--- config.mk ---
export PLATFORM = sky130hd
export DESIGN_NAME = des_decrypt_core
export DESIGN_NICKNAME = d
export VERILOG_FILES = /design/src/rtl/des_pkg.sv /design/src/rtl/des_decrypt_core_eff.sv /design/src/rtl/des_decrypt_core.sv
export SDC_FILE = /design/constraint.sdc
export NUM_CORES = 1
export LEC_CHECK = 0
export CAP_MARGIN = 5
export CORE_AREA = 2 2 147 149
export CTS_CLUSTER_DIAMETER = 150
export DETAILED_ROUTE_END_ITERATION = 7
export DIE_AREA = 0 0 149 151
export GPL_TIMING_DRIVEN = 1
export PLACE_DENSITY_LB_ADDON = 0.2
export SYNTH_ARGS = -nofsm -noshare
export SYNTH_HDL_FRONTEND = slang
export SYNTH_HIERARCHICAL = 1
export SYNTH_SLANG_ARGS = --single-unit
export TNS_END_PERCENT = 5
--- constraint.sdc ---
create_clock -name clk -period 2.32 [get_ports clk]
set_input_delay 0.58 -clock clk [delete_from_list [all_inputs] [get_ports clk]]
set_output_delay 0.58 -clock clk [all_outputs]
set_load 0.02 [all_outputs]
--- src/rtl/des_pkg.sv ---
// des_pkg: DES permutation tables, decrypt key-schedule rotations and core FSM states.
// Tables hold DES bit numbers (1 = MSB) so they read exactly like the published standard.
package des_pkg;
  typedef enum logic [1:0] {IDLE, ROUND, DONE} des_state_t;
  localparam int IP_TBL [64] = '{
    58, 50, 42, 34, 26, 18, 10, 2, 60, 52, 44, 36, 28, 20, 12, 4,
    62, 54, 46, 38, 30, 22, 14, 6, 64, 56, 48, 40, 32, 24, 16, 8,
    57, 49, 41, 33, 25, 17, 9, 1, 59, 51, 43, 35, 27, 19, 11, 3,
    61, 53, 45, 37, 29, 21, 13, 5, 63, 55, 47, 39, 31, 23, 15, 7};
  localparam int FP_TBL [64] = '{
    40, 8, 48, 16, 56, 24, 64, 32, 39, 7, 47, 15, 55, 23, 63, 31,
    38, 6, 46, 14, 54, 22, 62, 30, 37, 5, 45, 13, 53, 21, 61, 29,
    36, 4, 44, 12, 52, 20, 60, 28, 35, 3, 43, 11, 51, 19, 59, 27,
    34, 2, 42, 10, 50, 18, 58, 26, 33, 1, 41, 9, 49, 17, 57, 25};
  localparam int PC1_TBL [56] = '{
    57, 49, 41, 33, 25, 17, 9, 1, 58, 50, 42, 34, 26, 18,
    10, 2, 59, 51, 43, 35, 27, 19, 11, 3, 60, 52, 44, 36,
    63, 55, 47, 39, 31, 23, 15, 7, 62, 54, 46, 38, 30, 22,
    14, 6, 61, 53, 45, 37, 29, 21, 13, 5, 28, 20, 12, 4};
  localparam int PC2_TBL [48] = '{
    14, 17, 11, 24, 1, 5, 3, 28, 15, 6, 21, 10,
    23, 19, 12, 4, 26, 8, 16, 7, 27, 20, 13, 2,
    41, 52, 31, 37, 47, 55, 30, 40, 51, 45, 33, 48,
    44, 49, 39, 56, 34, 53, 46, 42, 50, 36, 29, 32};
  // right rotation applied before each decrypt round; round 1 uses C0D0 untouched
  localparam int ROT_SCHED [16] = '{0, 1, 2, 2, 2, 2, 2, 2, 1, 2, 2, 2, 2, 2, 2, 1};
  function automatic logic [63:0] des_ip(input logic [63:0] d);
    logic [63:0] o;
    for (int i = 0; i < 64; i++) o[6'(63 - i)] = d[6'(64 - IP_TBL[i])];
    return o;
  endfunction
  function automatic logic [63:0] des_fp(input logic [63:0] d);
    logic [63:0] o;
    for (int i = 0; i < 64; i++) o[6'(63 - i)] = d[6'(64 - FP_TBL[i])];
    return o;
  endfunction
  function automatic logic [55:0] des_pc1(input logic [63:0] d);
    logic [55:0] o;
    for (int i = 0; i < 56; i++) o[6'(55 - i)] = d[6'(64 - PC1_TBL[i])];
    return o;
  endfunction
  function automatic logic [47:0] des_pc2(input logic [55:0] d);
    logic [47:0] o;
    for (int i = 0; i < 48; i++) o[6'(47 - i)] = d[6'(56 - PC2_TBL[i])];
    return o;
  endfunction
endpackage

--- src/rtl/des_decrypt_core_eff.sv ---
// Eff: combinational DES f-function (E expansion, key mix, S-boxes, P permutation).
module Eff (
  input  logic [31:0] r,
  input  logic [47:0] k,
  output logic [31:0] f
);
  localparam int E_TBL [48] = '{
    32, 1, 2, 3, 4, 5, 4, 5, 6, 7, 8, 9, 8, 9, 10, 11, 12, 13, 12, 13, 14, 15, 16, 17,
    16, 17, 18, 19, 20, 21, 20, 21, 22, 23, 24, 25, 24, 25, 26, 27, 28, 29, 28, 29, 30, 31, 32, 1};
  localparam int P_TBL [32] = '{
    16, 7, 20, 21, 29, 12, 28, 17, 1, 15, 23, 26, 5, 18, 31, 10,
    2, 8, 24, 14, 32, 27, 3, 9, 19, 13, 30, 6, 22, 11, 4, 25};
  localparam int SBOX [8][64] = '{
    '{14, 4, 13, 1, 2, 15, 11, 8, 3, 10, 6, 12, 5, 9, 0, 7,
      0, 15, 7, 4, 14, 2, 13, 1, 10, 6, 12, 11, 9, 5, 3, 8,
      4, 1, 14, 8, 13, 6, 2, 11, 15, 12, 9, 7, 3, 10, 5, 0,
      15, 12, 8, 2, 4, 9, 1, 7, 5, 11, 3, 14, 10, 0, 6, 13},
    '{15, 1, 8, 14, 6, 11, 3, 4, 9, 7, 2, 13, 12, 0, 5, 10,
      3, 13, 4, 7, 15, 2, 8, 14, 12, 0, 1, 10, 6, 9, 11, 5,
      0, 14, 7, 11, 10, 4, 13, 1, 5, 8, 12, 6, 9, 3, 2, 15,
      13, 8, 10, 1, 3, 15, 4, 2, 11, 6, 7, 12, 0, 5, 14, 9},
    '{10, 0, 9, 14, 6, 3, 15, 5, 1, 13, 12, 7, 11, 4, 2, 8,
      13, 7, 0, 9, 3, 4, 6, 10, 2, 8, 5, 14, 12, 11, 15, 1,
      13, 6, 4, 9, 8, 15, 3, 0, 11, 1, 2, 12, 5, 10, 14, 7,
      1, 10, 13, 0, 6, 9, 8, 7, 4, 15, 14, 3, 11, 5, 2, 12},
    '{7, 13, 14, 3, 0, 6, 9, 10, 1, 2, 8, 5, 11, 12, 4, 15,
      13, 8, 11, 5, 6, 15, 0, 3, 4, 7, 2, 12, 1, 10, 14, 9,
      10, 6, 9, 0, 12, 11, 7, 13, 15, 1, 3, 14, 5, 2, 8, 4,
      3, 15, 0, 6, 10, 1, 13, 8, 9, 4, 5, 11, 12, 7, 2, 14},
    '{2, 12, 4, 1, 7, 10, 11, 6, 8, 5, 3, 15, 13, 0, 14, 9,
      14, 11, 2, 12, 4, 7, 13, 1, 5, 0, 15, 10, 3, 9, 8, 6,
      4, 2, 1, 11, 10, 13, 7, 8, 15, 9, 12, 5, 6, 3, 0, 14,
      11, 8, 12, 7, 1, 14, 2, 13, 6, 15, 0, 9, 10, 4, 5, 3},
    '{12, 1, 10, 15, 9, 2, 6, 8, 0, 13, 3, 4, 14, 7, 5, 11,
      10, 15, 4, 2, 7, 12, 9, 5, 6, 1, 13, 14, 0, 11, 3, 8,
      9, 14, 15, 5, 2, 8, 12, 3, 7, 0, 4, 10, 1, 13, 11, 6,
      4, 3, 2, 12, 9, 5, 15, 10, 11, 14, 1, 7, 6, 0, 8, 13},
    '{4, 11, 2, 14, 15, 0, 8, 13, 3, 12, 9, 7, 5, 10, 6, 1,
      13, 0, 11, 7, 4, 9, 1, 10, 14, 3, 5, 12, 2, 15, 8, 6,
      1, 4, 11, 13, 12, 3, 7, 14, 10, 15, 6, 8, 0, 5, 9, 2,
      6, 11, 13, 8, 1, 4, 10, 7, 9, 5, 0, 15, 14, 2, 3, 12},
    '{13, 2, 8, 4, 6, 15, 11, 1, 10, 9, 3, 14, 5, 0, 12, 7,
      1, 15, 13, 8, 10, 3, 7, 4, 12, 5, 6, 11, 0, 14, 9, 2,
      7, 11, 4, 1, 9, 12, 14, 2, 0, 6, 10, 13, 15, 3, 5, 8,
      2, 1, 14, 7, 4, 10, 8, 13, 15, 12, 9, 0, 3, 5, 6, 11}};
  logic [47:0] x;
  logic [31:0] s;
  logic [5:0] b;
  // S-box address: outer bits pick the row, inner four the column
  always_comb begin
    x = '0;
    s = '0;
    b = '0;
    f = '0;
    for (int i = 0; i < 48; i++) x[6'(47 - i)] = r[5'(32 - E_TBL[i])];
    x = x ^ k;
    for (int i = 0; i < 8; i++) begin
      b = x[6'(47 - 6 * i) -: 6];
      s[5'(31 - 4 * i) -: 4] = 4'(SBOX[3'(i)][{b[5], b[0], b[4:1]}]);
    end
    for (int i = 0; i < 32; i++) f[5'(31 - i)] = s[5'(32 - P_TBL[i])];
  end
endmodule

--- src/rtl/des_decrypt_core.sv ---
// des_decrypt_core: iterative DES decryption, one Feistel round per clock,
// subkeys generated in reverse by right-rotating C/D starting from C0D0 (= C16D16).
module des_decrypt_core
  import des_pkg::*;
(
  input  logic        clk,
  input  logic        rst_n,
  input  logic        in_valid,
  output logic        in_ready,
  input  logic [63:0] cipher_text,
  input  logic [63:0] key,
  output logic        out_valid,
  input  logic        out_ready,
  output logic [63:0] plain_text,
  output logic        busy
);
  des_state_t state, state_nxt;
  logic [3:0] cnt;
  logic [31:0] l, r, f;
  logic [27:0] c, d, c_rot, d_rot;
  logic [47:0] k;
  logic [1:0] amt;
  assign k = des_pc2({c, d});
  assign amt = 2'(ROT_SCHED[cnt + 4'd1]);
  assign c_rot = amt == 2'd2 ? {c[1:0], c[27:2]} : amt == 2'd1 ? {c[0], c[27:1]} : c;
  assign d_rot = amt == 2'd2 ? {d[1:0], d[27:2]} : amt == 2'd1 ? {d[0], d[27:1]} : d;
  Eff u_eff (.r(r), .k(k), .f(f));
  always_comb begin
    state_nxt = state;
    in_ready = state == IDLE;
    out_valid = state == DONE;
    busy = state != IDLE;
    state_nxt = state == IDLE ? (in_valid ? ROUND : IDLE)
              : state == ROUND ? (cnt == 4'd15 ? DONE : ROUND)
              : (out_ready ? IDLE : DONE);
  end
  // final output swaps halves back, so FP sees {R16, L16} from this round's results
  always_ff @(posedge clk or negedge rst_n) begin
    if (!rst_n) begin
      state <= IDLE;
      cnt <= '0;
      l <= '0;
      r <= '0;
      c <= '0;
      d <= '0;
      plain_text <= '0;
    end else begin
      state <= state_nxt;
      if (state == IDLE && in_valid) begin
        {l, r} <= des_ip(cipher_text);
        {c, d} <= des_pc1(key);
        cnt <= '0;
      end else if (state == ROUND) begin
        l <= r;
        r <= l ^ f;
        c <= c_rot;
        d <= d_rot;
        cnt <= cnt == 4'd15 ? cnt : cnt + 4'd1;
        if (cnt == 4'd15) plain_text <= des_fp({l ^ f, r});
      end
    end
  end
endmodule

==> summary.md <==
| Metric | Value |
|---|---|
| Height of the chip | 151 microns |
| Cell at the root of the clock tree | sky130_fd_sc_hd__clkbuf_16 |
| Synthesis warning total | 6 |
| Setup Total Neg Slack | 0 ps |
| Die Area | 0.0225 sq mm |
| Layout cell share with drive strength beyond 1 | 0.168 |
| Clock tree from TritonCTS | done |
| Number of placed I/O pins | 199 |
| Largest fanout on the critical path | 5 |
| Routed vias | 1,698 |
| Number of hold violations in the final report | 0 |
| Outcome | finished, final reports clean |
| Power Dens Cells | 1210 mW/mm^2 |
| Slew HR | 0.643 |
| Filler instances | 2,313 |
| Total setup buffers inserted after CTS | 0 |
| Placer's final routability congestion estimate | 0.656 |
| Setup skew after layout | 7.95 ps |
| Tmin final | 2190 ps |
| Number of setup violations in the final report | 0 |
| Logic depth of the worst register-to-register path | 5 |
| First-pass GRT wire length | 9.14 mm |
| Die boundary width | 149 microns |
| Maximum resistive drop on vdd | 0.244 mV |
| DRC errors left | 0 |
| Footprint of the multi-input gates | 0.00125 sq mm |
| Net count reported at finish | 443 |
| Timing-limited maximum frequency | 456 MHz |
| Cell leakage power | 1.51 nW |
| Post-detailed-route wirelength per cell | 9.95 microns |
| Antenna violations before repair | 0 |
| Congestion Overflow GR | 0 |
| Worst-case register-to-register setup slack | 620 ps |
| Number of global-route vias before repair | 1,695 |
| Max-cap violations | 0 |
| Number of standard cells after synthesis | 280 |
| GR Util All Layers | 0.0545 |
| Detailed-routing iteration count for the pre-antenna-repair pass | 4 |
| Clock buffer depth | 2 |
| H-tree depth | 2 |
| Number of nets with antenna violations after detailed routing | 0 |
| Area taken by flip-flops and latches | 0.00135 sq mm |
| Final number of max-transition violations | 0 |
| Worst-path clk slew | 80 ps |
| Average cell area after synthesis | 10.7 sq um |
| Utilization after layout | 0.171 |
| Number of clock sinks seen by CTS | 54 |
| Wire length reported by the detailed router | 5.82 mm |
| Critical path class | flip-flop to primary output |
| Relative area change from synthesis to final layout | 19.5% |
| Post-detailed-route via-to-cell ratio | 2.90 |
| Post-cts repair resize count | 0 |
| Slew at the pin closest to its max-slew limit | 535 ps |
| Hold-fix buffers, CTS | 0 |
| Number of buffers added by the clock tree synthesis step | 5 |
| Initial Util | 0.143 |
| Startpoint kind of the worst setup timing path | flip-flop |
| Post-synthesis instance area | 0.00299 sq mm |
| Antenna diode count | 0 |
| Tightest Hold Check Type | input pin to async pin |
| Largest net degree at the start of global routing | 49 |
| Number of design-rule violations left by the first detailed-router iteration | 51 |
| # port buffers | 38 |
| Area of the core | 0.0208 sq mm |
| RR Endpoint | plain_text[3] |
| Worst Path Required | 1740 ps |
| Launch instance of the worst register-to-register path | cnt[1] |
| Std cell rows | 53 |
| Endpoint arrival time on the critical path | 1610 ps |
| Fraction of the cycle the final worst path needs | 0.946 |
| Unrepaired setup endpoints after global routing | no |
| Category of the worst setup path capture point | primary output |
| Worst-Skew Late Latency | 310 ps |
| Detail Placement HPWL | 3.97 mm |
critical path: stages (launching register included):
cell                              delay [ps]
sky130_fd_sc_hd__dfrtp_1                 460
sky130_fd_sc_hd__inv_1                   120
sky130_fd_sc_hd__nor2_1                  110
sky130_fd_sc_hd__clkdlybuf4s50_1         620
state kept, by name, indices dropped and copies added (netlist names):
register    count
state           2
plain_text     16
r              16
l              16
cnt             4
routing by layer:
metal / global-route usage / part of all wire / up-vias / wire length, microns
met2: 0.0949 / 0.50 / 50 / 2910
met4: 0.0314 / 0.024 / 0 / 141
met5: 0 / 0 / - / 0
met3: 0.0151 / 0.050 / 8 / 291
li1: - / - / 842 / -
met1: 0.0598 / 0.43 / 798 / 2480
placed cells by master, fill, tap and decap left out, types with 4 or more instances in the layout:
cell type,instances
sky130_fd_sc_hd__clkdlybuf4s50_1,37
sky130_fd_sc_hd__clkbuf_16,5
sky130_fd_sc_hd__a21oi_1,16
sky130_fd_sc_hd__o21ai_1,16
sky130_fd_sc_hd__mux2_4,10
sky130_fd_sc_hd__inv_1,4
sky130_fd_sc_hd__dfrtp_1,54
sky130_fd_sc_hd__nand2_1,21
sky130_fd_sc_hd__mux2_2,22
sky130_fd_sc_hd__xnor2_1,17
sky130_fd_sc_hd__conb_1,64
sky130_fd_sc_hd__nor2_1,17
area by class of cell:
type                       instances  area share
multi-input combinational        201       0.351
clock buffer                       5      0.0351
timing repair buffer              43       0.123
clock inverter                     3      0.0123
tap                              275      0.0964
sequential                        54       0.379
inverter                           4     0.00421
power by group:
| group | total, W | switching [W] | internal, W |
|---|---|---|---|
| combinational | 0.00172 | 0.000818 | 0.000903 |
| clock | 0.000894 | 0.000381 | 0.000513 |
| sequential | 0.00170 | 0.000309 | 0.00139 |
| total | 0.00431 | 0.00151 | 0.00280 |
stage by stage:
stage	total power (W)	setup slack (ps)	instance area [sq um]	hold WS [ps]	instances
2_1_floorplan	0.00307	705	3220	284	342
3_3_place_gp	0.00342	278	3400	496	577
3_5_place_dp	0.00347	267	3400	497	577
4_1_cts	0.00440	18.8	3570	271	585
5_1_grt	0.00467	21.9	3570	288	585
6_report	0.00431	126	3570	255	585
how the worst max path moves through the flow:
stage	start	endpoint	slack, ps	depth (start not counted)
6_report	state[1]	out_valid	130	3
2_1_floorplan	state[0]	busy	710	3
3_3_place_gp	in_valid	r[6]	280	6
5_1_grt	state[1]	out_valid	20	3
4_1_cts	state[0]	in_ready	20	2
3_5_place_dp	in_valid	r[6]	270	6
Power figures use the tool's default switching activity.
